### src/rtl/vedic_pkg.sv
// rtl/vedic_pkg.sv - shared widths and constants for the 4x4 Vedic multiplier tile
//
// Purpose : common operand/product widths and the bidirectional-pin default.
// Contents: OPW            operand width (4)
//           PW             product width (8)
//           UIO_OE_DEFAULT output-enable value for the bidirectional bus
package vedic_pkg;

    localparam int OPW = 4;
    localparam int PW  = 8;

    localparam logic [7:0] UIO_OE_DEFAULT = 8'h00;

endpackage : vedic_pkg

### src/rtl/vedic_2x2.sv
// rtl/vedic_2x2.sv - combinational 2x2 Vedic multiplier cell
//
// Purpose : gate-level Urdhva-Tiryagbhyam 2-bit by 2-bit unsigned multiply.
// Ports   : a[1:0] multiplicand
//           b[1:0] multiplier
//           p[3:0] product a*b
module vedic_2x2 (
    input  logic [1:0] a,
    input  logic [1:0] b,
    output logic [3:0] p
);

    logic cross_hi;
    logic cross_lo;
    logic carry;
    logic top;

    // The two cross terms form the middle column; their AND is the carry
    // into the upper column. Kept as gates so the Vedic structure survives
    // synthesis instead of collapsing into a generic multiplier.
    assign cross_hi = a[1] & b[0];
    assign cross_lo = a[0] & b[1];
    assign carry    = cross_hi & cross_lo;
    assign top      = a[1] & b[1];

    assign p[0] = a[0] & b[0];
    assign p[1] = cross_hi ^ cross_lo;
    assign p[2] = top ^ carry;
    assign p[3] = top & carry;

endmodule : vedic_2x2

### src/rtl/tt_um_vedic_4x4.sv
// rtl/tt_um_vedic_4x4.sv - Tiny-Tapeout tile: registered 4x4 unsigned Vedic multiplier
//
// Purpose : multiplies ui_in[7:4] by ui_in[3:0] with four 2x2 Vedic cells and
//           a small adder tree, registering the 8-bit product on uo_out.
// Ports   : clk      rising-edge clock
//           rst_n    asynchronous reset, active-HIGH despite its name
//           ena      product register load enable
//           ui_in    [7:4] operand A, [3:0] operand B (unsigned)
//           uo_out   registered product A*B
//           uio_in   unused, never sampled
//           uio_out  constant 0
//           uio_oe   constant 0 (all bidirectional pins are inputs)
module tt_um_vedic_4x4
    import vedic_pkg::*;
(
    input  logic          clk,
    input  logic          rst_n,
    input  logic          ena,
    input  logic [7:0]    ui_in,
    output logic [PW-1:0] uo_out,
    input  logic [7:0]    uio_in,
    output logic [7:0]    uio_out,
    output logic [7:0]    uio_oe
);

    logic [OPW-1:0] op_a;
    logic [OPW-1:0] op_b;
    logic [3:0]     q0;
    logic [3:0]     q1;
    logic [3:0]     q2;
    logic [3:0]     q3;
    logic [5:0]     s1;
    logic [3:0]     p_hi;
    logic [PW-1:0]  product;

    assign op_a = ui_in[7:4];
    assign op_b = ui_in[3:0];

    vedic_2x2 u_q0 (.a(op_a[1:0]), .b(op_b[1:0]), .p(q0));
    vedic_2x2 u_q1 (.a(op_a[3:2]), .b(op_b[1:0]), .p(q1));
    vedic_2x2 u_q2 (.a(op_a[1:0]), .b(op_b[3:2]), .p(q2));
    vedic_2x2 u_q3 (.a(op_a[3:2]), .b(op_b[3:2]), .p(q3));

    // Middle column: both cross products plus the upper half of q0.
    // Peaks at 9+9+2=20, so six bits are plenty.
    assign s1 = {2'b00, q1} + {2'b00, q2} + {4'b0000, q0[3:2]};

    // Upper nibble: q3 (max 9) plus s1[5:2] (max 5) never exceeds 15.
    assign p_hi = q3 + s1[5:2];

    assign product = {p_hi, s1[1:0], q0[1:0]};

    always_ff @(posedge clk or posedge rst_n) begin
        if (rst_n) begin
            uo_out <= '0;
        end else if (ena) begin
            uo_out <= product;
        end
    end

    assign uio_out = 8'h00;
    assign uio_oe  = UIO_OE_DEFAULT;

    // Reduced into a deliberately dead net so the unused bus is visibly
    // accounted for; nothing downstream reads it.
    logic unused_uio;
    assign unused_uio = &{1'b0, uio_in};

endmodule : tt_um_vedic_4x4

### config.mk
export PLATFORM = sky130hd
export DESIGN_NAME = tt_um_vedic_4x4
export DESIGN_NICKNAME = d
export VERILOG_FILES = /design/src/rtl/vedic_pkg.sv /design/src/rtl/vedic_2x2.sv /design/src/rtl/tt_um_vedic_4x4.sv
export SDC_FILE = /design/constraint.sdc
export NUM_CORES = 1
export LEC_CHECK = 0
export BUFFER_PORTS_ARGS = -buffer_cell sky130_fd_sc_hd__buf_2
export CAP_MARGIN = 20
export CORE_UTILIZATION = 35
export DETAILED_ROUTE_END_ITERATION = 10
export GPL_TIMING_DRIVEN = 0
export PLACE_DENSITY_LB_ADDON = 0.12
export SYNTH_ARGS = -nofsm -noshare
export SYNTH_HDL_FRONTEND = slang
export SYNTH_SLANG_ARGS = --single-unit
### constraint.sdc
create_clock -name clk -period 0.8 [get_ports clk]
set_input_delay 0.08 -clock clk [delete_from_list [all_inputs] [get_ports clk]]
set_output_delay 0.08 -clock clk [all_outputs]
set_load 0.005 [all_outputs]
==> impl_metrics.ini <==
[run_status]
status = complete, but fails checks
failed_checks = setup timing

[finish]
n_fill_cell = 234
diodes = 0
multi_input_area_um2 = 748.2
nets = 175
regArea_um2 = 200.2
largest_register_ffs = 8
regMostFlops = uo_out
final_layout_size_suffix_gt1_frac = 0.5299
area_growth_syn_to_layout_pct = 49.38
reg.largest.list = uo_out: 8 flops

[drt]
antenna_left = 0
route.detailed.drc = 0
via_count = 677
first_pass_iters = 2
finalWirelength_um = 1600
wl_per_cell_um = 9.756
drtIter0Drc = 1
vias_per_cell = 4.128

[critical_path]
cp_max_fo = 3
r2r_start = uo_out[3]
end_kind = flip-flop
cpPeakStageDelay_ns = 0.56
path_cells = buf_8 > and2_4 > ha_4 > inv_2 > fa_1 > inv_2 > ha_4 > fa_2 > ha_4 > fa_2 > mux2_4
critPathLaunchType = input pin
critPathLaunch = ui_in[6]
setup.worst_path.class = input pin to flip-flop
cp_slowest_cell = fa_2
cp.arrival_ns = 2.73
crit_top_cell = ha_4
critPathRequiredTime_ns = 0.93

[power_and_ir_drop]
switching_share = 0.2981
powerDensity_mw_per_mm2 = 1208
power_switching_mw = 0.4904
leakagePower_nw = 0.7407
ir_drop_v = 0.001044
combPwrFrac = 0.488
clockPowerShare = 0.180
seq_power_share = 0.332
intPower_mw = 1.155

[timing]
setup_violations = 14
setup_ws_ns = -1.801
fin_crit_sh = 3.251
hold_violations = 0
setup-tns-final_ns = -8.074
hold_ws_ns = 0.09563
rsz0062_at_grt = true
fin_skew_ns = 0
slew_violations = 0
max_freq_mhz = 384.5
min_period_ns = 2.601

[global_routing]
gr-total-overflow = 0
grt_pass1_wl_um = 2490
grt_usage = 0.1236
antenna_found_initial = 0
grt_start_max_net_pins = 11
grt_pass1_vias = 576

[die]
die_w_um = 53.05
core_mm2 = 0.002477
start_util = 0.3682
top_level_ports = 43
die_area_mm2 = 0.002814
rows = 18
fp.dieH_um = 53.05

[cts]
cts-root-buf = clkbuf_4
cts_tree = yes
path_clk_slew_ns = 0.05
cts_made_buffers = 3
cts.sinks = 8
clock_latency_ns = 0.25
h-tree-depth = 1
cts_buffer_depth = 2

[synthesis]
yosys_warnings = 0
synth_area_per_cell_um2 = 9.914
netlist_top_cells_count = buf_4 (16), ha_1 (16), and2_1 (15)
yosysTopAreaCell = dfrtp_1
yosys_register_bits = 8
syn_area_um2 = 912.1
async_flop_share = 1.000
seq_area_frac_synth = 0.2195
synth-main-ff-cell = dfrtp_1
synth_top_area_share = 0.2195
synth_area_leaders = dfrtp_1 (22%), ha_1 (22%), buf_4 (13%)
synth_edf_count = 0
synth_cells = 92
synth_cell_types = 19

[hold_path]
hold_class = input pin to flip-flop
hold_path.startpoint = ui_in[0]

[place]
gp_congestion = 0.7254
hpwl_um = 1294
numPortBuffers = 18

[run]
cap_violations = 0
==> worst paths after layout <==
path / slack, ns / cells past startpoint / endpoint
setup / recovery: -1.80 / 11 / uo_out[5]
hold reg to reg: 0.51 / 1 / uo_out[2]
max in group asynchronous: 0.27 / 3 / uo_out[6]
min in group asynchronous: 0.31 / 3 / uo_out[0]
hold / removal: 0.1 / 3 / uo_out[0]
setup reg to reg: 0.02 / 1 / uo_out[3]
==> placed cells by master (no fill, tap or decap) <==
cell type / netlist / routed
buf_6: 0 / 4
nand3_1: 2 / 2
mux2_2: 5 / 1
fa_1: 4 / 1
clkbuf_4: 0 / 3
and2_1: 15 / 9
a21o_1: 3 / 3
o21ai_0: 1 / 1
a21oi_1: 4 / 3
inv_2: 0 / 4
conb_1: 1 / 16
mux2_4: 0 / 4
a32oi_2: 1 / 1
xnor2_1: 3 / 2
dfrtp_1: 8 / 8
inv_1: 7 / 3
ha_4: 0 / 6
buf_8: 0 / 4
and2_4: 0 / 6
nand2_1: 1 / 1
a21oi_2: 0 / 1
dlygate4sd3_1: 0 / 1
buf_2: 1 / 11
nor2_1: 2 / 2
fa_2: 0 / 3
buf_4: 16 / 21
ha_1: 16 / 10
xnor2_2: 0 / 1
xor2_2: 0 / 1
nor2b_1: 1 / 1
==> logic make-up after synthesis <==
group,Yosys count,synth area share
AND/OR/NAND/NOR,21,0.1331
AO/OA/AOI/OAI,9,0.06996
other,1,0.004111
multiplexers,5,0.06172
buffers and inverters,24,0.1660
adder cells (fa/ha/maj),20,0.3073
XOR/XNOR,4,0.03842
flip-flops,8,0.2195
==> power by group through the flow <==
stage	clock network (mW)	logic, mW	registers [mW]
3_5_place_dp	0	0.660	0.549
2_1_floorplan	0	0.440	0.560
5_1_grt	0.330	0.888	0.560
6_report	0.296	0.803	0.546
3_3_place_gp	0	0.658	0.546
4_1_cts	0.317	0.766	0.546
==> metrics by stage <==
stage               utilization  total power, mW  worst slack, ns  instances  cell area (um2)
floorplan                     -           0.9997           -1.884        107             1046
global placement         0.4737            1.204           -2.143        155             1174
detailed placement       0.4737            1.209           -2.134        155             1174
CTS                      0.5258            1.629           -1.832        160             1303
global route             0.5500            1.777           -1.866        164             1363
finish                   0.5500            1.645           -1.801        164             1363
==> final cells by class <==
cell class                 count  area share
buffer                        17     0.09183
inverter                       7     0.01928
tap                           30     0.02755
sequential                     8      0.1469
multi-input combinational     75      0.5491
timing repair buffer          24      0.1488
clock buffer                   3     0.01653
==> layer usage <==
layer,global-route usage,routed length (um),up-vias
li1,-,-,356
met1,0.1742,809,296
met2,0.1793,698,23
met3,0.008621,81,2
met4,0.07895,10,0
met5,0,0,-
==> critical path: cells and delay by family <==
family / cells / cell delay [ns]
multiplexers: 1 / 0.27
AND/OR/NAND/NOR: 1 / 0.15
adder cells (fa/ha/maj): 6 / 2.06
buffers and inverters: 3 / 0.18
==> repair_timing <==
action / CTS / global route
buffers inserted: 1 / 4
setup endpoints to repair: 14 / 14
gates resized for setup: 22 / 8
hold endpoints to repair: 8 / 0
pin swaps: 10 / 17
hold buffers: 1 / 0
Power figures use the tool's default switching activity.
